==> src/rtl/mfp_uart_load_controller.sv <==
// Purpose : parse UART load packets (SYNC, ADDR x4, COUNT, N words LE, CSUM) into 32-bit word writes.
// Latency : a write is presented the cycle after the 4th byte of its word; done pulses the cycle after CSUM (or after the last write drains).
// Backpress: one write outstanding; a word completing while the previous one is still unaccepted is an overrun (word dropped, packet aborted).
//
// Ports:
//   clock, reset_n          clock, asynchronous active-low reset
//   byte_data, byte_ready   received byte stream, 1-cycle strobe per byte
//   wr_addr, wr_data,       word write request, held stable while wr_valid=1,
//   wr_valid, wr_ready      accepted when wr_valid & wr_ready
//   busy                    packet in progress (state != IDLE), registered
//   done                    1-cycle pulse at packet end (also on checksum failure)
//   err_checksum/overrun/timeout  sticky error flags, cleared by the next SYNC byte
module mfp_uart_load_controller #(
  parameter logic [7:0]  SYNC_BYTE      = 8'hA5,
  parameter int unsigned TIMEOUT_CYCLES = 5000000
) (
  input  logic        clock,
  input  logic        reset_n,
  input  logic [7:0]  byte_data,
  input  logic        byte_ready,
  output logic [31:0] wr_addr,
  output logic [31:0] wr_data,
  output logic        wr_valid,
  input  logic        wr_ready,
  output logic        busy,
  output logic        done,
  output logic        err_checksum,
  output logic        err_overrun,
  output logic        err_timeout
);

  localparam int TW = (TIMEOUT_CYCLES < 2) ? 1 : $clog2(TIMEOUT_CYCLES + 1);
  localparam logic [TW-1:0] TIMER_RELOAD = TW'(TIMEOUT_CYCLES);
  localparam logic [TW-1:0] TIMER_ONE    = TW'(1);

  typedef enum logic [2:0] {IDLE, ADDR, COUNT, DATA, CSUM, DRAIN, ABORT} state_t;

  state_t        state;
  logic [1:0]    byte_idx;
  logic [31:0]   base_addr;
  logic [8:0]    word_total;   // 1..256
  logic [7:0]    word_idx;
  logic [23:0]   word_sr;      // first three bytes of the word being assembled
  logic [7:0]    csum;
  logic [TW-1:0] timer;

  logic          timed_state;
  logic          timer_expired;
  logic          last_word;
  logic          wr_stalled;
  logic [31:0]   next_word;
  logic [31:0]   next_addr;
  logic [7:0]    csum_next;

  assign timed_state   = (state == ADDR) || (state == COUNT) || (state == DATA) || (state == CSUM);
  // Expire on the cycle the count would reach zero, i.e. exactly TIMEOUT_CYCLES
  // clocks after the last reload.
  assign timer_expired = (timer == TIMER_ONE);
  assign last_word     = ({1'b0, word_idx} == (word_total - 9'd1));
  // A write that is pending and not being accepted this cycle.
  assign wr_stalled    = wr_valid && !wr_ready;
  assign next_word     = {byte_data, word_sr};
  // Low two bits of base ride through untouched; sum wraps mod 2^32.
  assign next_addr     = base_addr + {22'd0, word_idx, 2'b00};
  assign csum_next     = csum + byte_data;

  always_ff @(posedge clock or negedge reset_n) begin
    if (!reset_n) begin
      state        <= IDLE;
      byte_idx     <= 2'd0;
      base_addr    <= 32'd0;
      word_total   <= 9'd0;
      word_idx     <= 8'd0;
      word_sr      <= 24'd0;
      csum         <= 8'd0;
      timer        <= '0;
      wr_addr      <= 32'd0;
      wr_data      <= 32'd0;
      wr_valid     <= 1'b0;
      busy         <= 1'b0;
      done         <= 1'b0;
      err_checksum <= 1'b0;
      err_overrun  <= 1'b0;
      err_timeout  <= 1'b0;
    end else begin
      done <= 1'b0;

      // Acceptance retires the pending write in any state; a word completing
      // in the same cycle overrides this below.
      if (wr_valid && wr_ready) begin
        wr_valid <= 1'b0;
      end

      // Inter-byte watchdog: a byte always wins over expiry.
      if (timed_state) begin
        if (byte_ready) begin
          timer <= TIMER_RELOAD;
        end else if (timer_expired) begin
          err_timeout <= 1'b1;
          state       <= ABORT;
        end else begin
          timer <= timer - TIMER_ONE;
        end
      end

      case (state)
        IDLE: begin
          if (byte_ready && (byte_data == SYNC_BYTE)) begin
            err_checksum <= 1'b0;
            err_overrun  <= 1'b0;
            err_timeout  <= 1'b0;
            csum         <= 8'd0;
            byte_idx     <= 2'd0;
            timer        <= TIMER_RELOAD;
            busy         <= 1'b1;
            state        <= ADDR;
          end
        end

        ADDR: begin
          if (byte_ready) begin
            csum      <= csum_next;
            base_addr <= {byte_data, base_addr[31:8]};
            byte_idx  <= byte_idx + 2'd1;
            if (byte_idx == 2'd3) begin
              state <= COUNT;
            end
          end
        end

        COUNT: begin
          if (byte_ready) begin
            csum       <= csum_next;
            word_total <= (byte_data == 8'd0) ? 9'd256 : {1'b0, byte_data};
            word_idx   <= 8'd0;
            byte_idx   <= 2'd0;
            state      <= DATA;
          end
        end

        DATA: begin
          if (byte_ready) begin
            csum     <= csum_next;
            byte_idx <= byte_idx + 2'd1;
            if (byte_idx != 2'd3) begin
              word_sr <= {byte_data, word_sr[23:8]};
            end else if (wr_stalled) begin
              // Keep the pending write, drop the new word.
              err_overrun <= 1'b1;
              state       <= ABORT;
            end else begin
              wr_valid <= 1'b1;
              wr_data  <= next_word;
              wr_addr  <= next_addr;
              word_idx <= word_idx + 8'd1;
              if (last_word) begin
                state <= CSUM;
              end
            end
          end
        end

        CSUM: begin
          if (byte_ready) begin
            if (byte_data != csum) begin
              err_checksum <= 1'b1;
            end
            if (wr_stalled) begin
              state <= DRAIN;
            end else begin
              done  <= 1'b1;
              busy  <= 1'b0;
              state <= IDLE;
            end
          end
        end

        DRAIN: begin
          if (!wr_stalled) begin
            done  <= 1'b1;
            busy  <= 1'b0;
            state <= IDLE;
          end
        end

        ABORT: begin
          if (!wr_valid) begin
            busy  <= 1'b0;
            state <= IDLE;
          end
        end

        default: begin
          busy  <= 1'b0;
          state <= IDLE;
        end
      endcase
    end
  end

endmodule

==> config.mk <==
export PLATFORM = sky130hd
export DESIGN_NAME = mfp_uart_load_controller
export DESIGN_NICKNAME = d
export VERILOG_FILES = /design/src/rtl/mfp_uart_load_controller.sv
export SDC_FILE = /design/constraint.sdc
export NUM_CORES = 1
export LEC_CHECK = 0
export BUFFER_PORTS_ARGS = -buffer_cell sky130_fd_sc_hd__buf_2
export CORE_MARGIN = 2
export CORE_UTILIZATION = 60
export DETAILED_ROUTE_END_ITERATION = 6
export PLACE_DENSITY = 0.81
export SYNTH_ARGS = -nofsm -noshare
export SYNTH_HDL_FRONTEND = slang
export SYNTH_SLANG_ARGS = --single-unit
==> constraint.sdc <==
create_clock -name clock -period 5.2 [get_ports clock]
set_input_delay 1.04 -clock clock [delete_from_list [all_inputs] [get_ports clock]]
set_output_delay 1.04 -clock clock [all_outputs]
set_load 0.05 [all_outputs]
==> flow_summary.toml, run 1 <==
[die]
dieWidth_um = 124
initial_core_util = 0.616
dieArea_sq_mm = 0.0153
dieHeight_um = 124
rows = 43
io_pins = 82
core_area_sq_mm = 0.0139

[setup_path]
crit_fanout = 11
path_cells = "ha_1 > inv_1 > fa_1 > nor2b_1 > o21ai_0 > a21boi_0 > o211ai_1 > a2111oi_0 > xnor2_1 > o21ai_0"
worst_setup_path_end_kind = "flip-flop"
r2r_slack_ns = 2.05
crit_path_max_incr_delay_ns = 0.62
rr_startpoint = "word_idx[0]"
r2r_end = "wr_addr[18]"
slowest_stage = "a2111oi_0"
critPathMostFrequentCell = "o21ai_0"
reg2reg_depth = 10
crit_start = "word_idx[0]"
startpoint_type = "flip-flop"
cp.arrival_ns = 3.42
crit_type = "flip-flop to flip-flop"
critPathRequiredTime_ns = 5.47

[drt]
vias_per_cell = 5.76
drt_wl_total_mm = 18.4
wl_per_cell_um = 16.3
ant_nets = 0
vias = 6481
drt_iter0_markers = 539
dr.pass1.iters = 5
drc_errors = 0

[synthesis]
ys_types = 55
yosysSeqAreaShare = 0.522
synth-async-reset-ratio = 1.00
synthesis.instances = 857
synth_edf_count = 0
syn_nets = 891
yosysTopAreaCell = "dfrtp_1"
synth_seq_cells = 179
yosys_most_used_dff = "dfrtp_1"
synth.avg_cell_area_sq_um = 10.0
synth_top_area_share = 0.522
yosys-top-cells-area = "dfrtp_1 52%, nand2_1 8.4%, mux2_2 7.7%"
synth_area_sq_mm = 0.00858
yosysWarningCount = 0

[hold_path]
holdCritStartpoint = "wr_data[4]"
hold_end = "wr_data[4]"
worstHoldPathCells = 2
hp-class = "flip-flop to flip-flop"

[timing]
tightest_slew_ns = 1.08
finClkSkew_ns = 0.00936
rsz0062_at_grt = "false"
clock.fmax_mhz = 317
maxSlewViolCount = 0
tns_ns = 0
period_share = 0.606
min_period_ns = 3.15
whs_ns = 0.472
setup_viol = 0
hold_viol = 0
maxSlewHeadroom = 0.281

[cells_and_area]
utilization = 0.701
drive_gt1_frac = 0.203
nNetsFinal = 968
final_common_cell = "nand2_1"
n_antenna_cell = 0
final_cells = 1126
final_cell_mix = "190 x nand2_1, 179 x dfrtp_1, 80 x buf_2, 64 x o21ai_0, 59 x mux2_2"
area_growth_pct = 13.8
finalInstanceArea_sq_mm = 0.00976

[power_and_ir_drop]
vdd_drop_max_v = 0.000454
powerDensity_mw_per_mm2 = 613
p_leak_nw = 4.52

[global_routing]
track_usage = 0.262
grt_first_pass_wirelength_mm = 30.9
grt_pass1_vias = 6302
antenna_found_initial = 0
grt_overflow = 0
grt_max_degree = 96

[clock_tree]
cts-root-buf = "clkbuf_16"
clock_sinks = 179
clockBufferDepth = 2
cts_tree = "yes"
cts_hold_buffers = 0
post-cts-setup-buffers = 0
clkSlewWorstSetupHoldPaths_ns = 0.07
numCtsBuffers = 17
clk_latency_ns = 0.43
cts_resized = 0
cts_max_level = 4

[placement]
place_congestion = 0.827
dp.cells = 1095
postPlaceCellArea_sq_mm = 0.00919
numPortBuffers = 81
dp_hpwl_mm = 12.2

[flow_run]
maxCapViolCount = 0

[status]
status = "finished, final reports clean"
==> power breakdown <==
group / internal (mW) / switching, mW
registers: 1.90 / 0.453
logic: 0.810 / 1.55
clock network: 0.713 / 0.558
total: 3.43 / 2.56
==> through the flow <==
step                power [mW]  worst slack, ns
floorplan                 4.11             2.60
global placement          4.64             2.02
detailed placement        4.71             2.03
CTS                       6.01             2.03
global route              6.36             1.80
finish                    5.99             2.05
==> critical path, delay by kind of cell (launching register included) <==
family	cells	cell delay [ns]
buffers and inverters	1	0.06
AO/OA/AOI/OAI	5	1.55
XOR/XNOR	1	0.17
flip-flops	1	0.46
AND/OR/NAND/NOR	1	0.12
adder cells (fa/ha/maj)	2	0.64
==> metal layers <==
| metal | wire [um] | track usage | up-vias |
|---|---|---|---|
| li1 | - | - | 3101 |
| met1 | 8590 | 0.376 | 3171 |
| met2 | 8440 | 0.399 | 183 |
| met3 | 1050 | 0.0641 | 26 |
| met4 | 287 | 0.0760 | 0 |
| met5 | 0 | 0 | - |
==> area by class of cell <==
type / instances / area (sq um)
inverters: 22 / 82.6
clock inverters: 14 / 151
clock buffers: 17 / 425
repair buffers: 88 / 477
fillers: 1044 / 4170
flip-flops and latches: 179 / 4480
well taps: 180 / 225
multi-input cells: 626 / 3920
==> cell usage after synthesis (all sizes together), types with 4 or more instances <==
master and number:
or3 9, a21oi 22, nor2 55, inv 22, a211oi 12, a31oi 4
nand4 8, clkbuf 28, nor3 14, dfrtp 179, mux2 59, nand2b 5
nor2b 7, xnor2 43, nand3 15, o21ai 64, nor4 16, nor3b 7
ha 20, a21o 6, and3 6, xor2 18, and2 5, nand2 191
o31ai 5
==> registers in the layout, summed over array words and instances, names as in the netlist <==
signal,cells
word_idx,8
word_sr,24
word_total,9
done,1
err_overrun,1
timer,23
err_timeout,1
base_addr,32
wr_data,32
err_checksum,1
busy,1
wr_addr,32
csum,8
wr_valid,1
state,3
byte_idx,2
==> worst max-delay path by stage <==
stage	end	slack (ns)	depth (start not counted)
floorplan	timer[10]	2.60	5
global placement	csum[2]	2.02	6
detailed placement	csum[2]	2.03	6
CTS	wr_addr[18]	2.03	10
global route	wr_addr[18]	1.80	10
finish	wr_addr[18]	2.05	10
==> cell families (layout without fill, tap and decap cells) <==
logic type	count (synthesis)	in the layout	synth area share
simple gates	351	351	0.190
fa+ha+maj	22	22	0.0338
buf+inv	52	141	0.0230
mux	59	59	0.0774
compound gates	133	133	0.0916
xor+xnor	61	61	0.0623
flops	179	179	0.522
Note: power is estimated with default switching activity, not from simulation.
==> run 2, diff against run 1 <==
--- a/config.mk
+++ b/config.mk
@@ -7,9 +7,9 @@
 export LEC_CHECK = 0
 export BUFFER_PORTS_ARGS = -buffer_cell sky130_fd_sc_hd__buf_2
 export CORE_MARGIN = 2
-export CORE_UTILIZATION = 60
+export CORE_UTILIZATION = 54
 export DETAILED_ROUTE_END_ITERATION = 6
-export PLACE_DENSITY = 0.81
+export PLACE_DENSITY = 0.77
 export SYNTH_ARGS = -nofsm -noshare
 export SYNTH_HDL_FRONTEND = slang
 export SYNTH_SLANG_ARGS = --single-unit
==> constraint.sdc (replaced) <==
create_clock -name clock -period 2.7 [get_ports clock]
set_input_delay 0.54 -clock clock [delete_from_list [all_inputs] [get_ports clock]]
set_output_delay 0.54 -clock clock [all_outputs]
set_load 0.05 [all_outputs]
==> flow_summary.toml, run 2 (synthesized netlist as in run 1, its figures left out) <==
[die]
dieWidth_um = 130
core_area_sq_mm = 0.0157
initial_core_util = 0.546
dieArea_sq_mm = 0.0169
rows = 46
dieHeight_um = 130
io_pins = 82

[setup_path]
r2r_slack_ns = 0.20
cp.arrival_ns = 2.80
path_cells = "ha_1 > inv_1 > fa_1 > nor2b_1 > o21ai_0 > a21boi_1 > o211ai_1 > buf_4 > a211oi_1 > xnor2_1 > o21ai_0"
critPathMostFrequentCell = "o21ai_0"
slowest_stage = "fa_1"
startpoint_type = "flip-flop"
crit_fanout = 10
worst_setup_path_end_kind = "flip-flop"
cp_num_buf_inv = 2
critPathRequiredTime_ns = 3.00
crit_type = "flip-flop to flip-flop"
crit_path_max_incr_delay_ns = 0.40
crit_family = "compound AO/OA/AOI/OAI gates"

[drt]
drc_errors = 0
vias = 6562
wl_per_cell_um = 16.1
dr.pass1.iters = 5
vias_per_cell = 5.58
ant_nets = 0
drt_wl_total_mm = 18.9
drt_iter0_markers = 367

[global_routing]
grt_overflow = 0
grt_max_degree = 69
grt_first_pass_wirelength_mm = 31.6
grt_pass1_vias = 6427
antenna_found_initial = 0
track_usage = 0.239

[timing]
rsz0062_at_grt = "true"
setup_viol = 0
period_share = 0.926
hold_viol = 0
setup_ws_ns = 0.199
maxSlewHeadroom = 0.624
clock.fmax_mhz = 400
maxSlewViolCount = 0
min_period_ns = 2.50
finClkSkew_ns = 0.00846
whs_ns = 0.0288
tightest_slew_ns = 0.559
tns_ns = 0

[clock_tree]
cts_max_level = 4
clkSlewWorstSetupHoldPaths_ns = 0.07
cts_hold_buffers = 0
cts-root-buf = "clkbuf_16"
numCtsBuffers = 17
clock_sinks = 179
clockBufferDepth = 2
post-cts-setup-buffers = 0
clk_latency_ns = 0.43
cts_tree = "yes"
cts_resized = 0

[cells_and_area]
drive_gt1_frac = 0.213
finalInstanceArea_sq_mm = 0.00994
final_common_cell = "nand2_1"
n_antenna_cell = 0
nNetsFinal = 980
largest_registers = "base_addr (32), wr_addr (32), wr_data (32)"
fillers = 1293
area_growth_pct = 15.8
regArea_sq_mm = 0.00448
final_cells = 1175
multiInputGateArea_sq_mm = 0.00393
final_cell_mix = "190 x nand2_1, 179 x dfrtp_1, 80 x buf_2, 64 x o21ai_0, 59 x mux2_2"

[hold_path]
hp-class = "primary input to async pin"

[placement]
dp_hpwl_mm = 12.8
dp.cells = 1143
numPortBuffers = 81
dp_slack_ns = 0.172
postPlaceCellArea_sq_mm = 0.00936
place_congestion = 0.880

[power_and_ir_drop]
powerDensity_mw_per_mm2 = 1160
p_leak_nw = 4.58
vdd_drop_max_v = 0.000896

[flow_run]
maxCapViolCount = 0

[status]
status = "finished, final reports clean"
[run 2: cell count changes in the layout (fill, tap and decap cells not counted), moves of 2 or more]
cell / delta
clkbuf_1: +2
clkinv_2: -3
buf_12: +3
buf_4: +9
clkbuf_8: +3
clkinvlp_4: +3
inv_6: -3
[run 2: area by class of cell]
class	instances	share of cell area
Clock buffer	22	0.0477
Clock inverter	10	0.0101
Inverter	22	0.00831
Multi-Input combinational cell	626	0.395
Sequential cell	179	0.451
Tap cell	216	0.0272
Timing Repair Buffer	100	0.0608
[run 2: worst paths after layout]
check                        startpoint     endpoint  cells after the start
min in group clock         byte_data[3]  wr_data[27]                      3
hold / removal                  reset_n   wr_addr[3]                      1
setup reg to reg           base_addr[2]  wr_addr[22]                     11
setup / recovery           base_addr[2]  wr_addr[22]                     11
hold reg to reg            base_addr[0]   wr_addr[0]                      2
max in group asynchronous       reset_n  wr_data[16]                      2
[run 2: through the flow]
stage,util,total power [mW]
after floorplan,-,7.92
after global placement,0.596,9.04
after detailed placement,0.596,9.16
after CTS,0.632,11.6
after global routing,0.633,12.3
final,0.633,11.6
[run 2: worst register-to-register path: stages (launching register included)]
cell	delay (ns)
dfrtp_1	0.36
ha_1	0.20
inv_1	0.07
fa_1	0.41
nor2b_1	0.12
o21ai_0	0.12
a21boi_1	0.21
o211ai_1	0.16
buf_4	0.22
a211oi_1	0.28
xnor2_1	0.15
o21ai_0	0.08
[run 2: report_power, final]
part,total [mW],internal (mW),switching (mW)
Clock,2.41,1.35,1.05
Combinational,4.64,1.61,3.03
Sequential,4.51,3.67,0.841
Total,11.6,6.63,4.92
[run 2: routing by layer]
| layer | GRT usage | vias to the layer above | wire (um) |
|---|---|---|---|
| met5 | 0 | - | 0 |
| met4 | 0.0816 | 0 | 287 |
| met3 | 0.0467 | 23 | 918 |
| met2 | 0.375 | 171 | 8860 |
| met1 | 0.337 | 3236 | 8870 |
| li1 | - | 3132 | - |
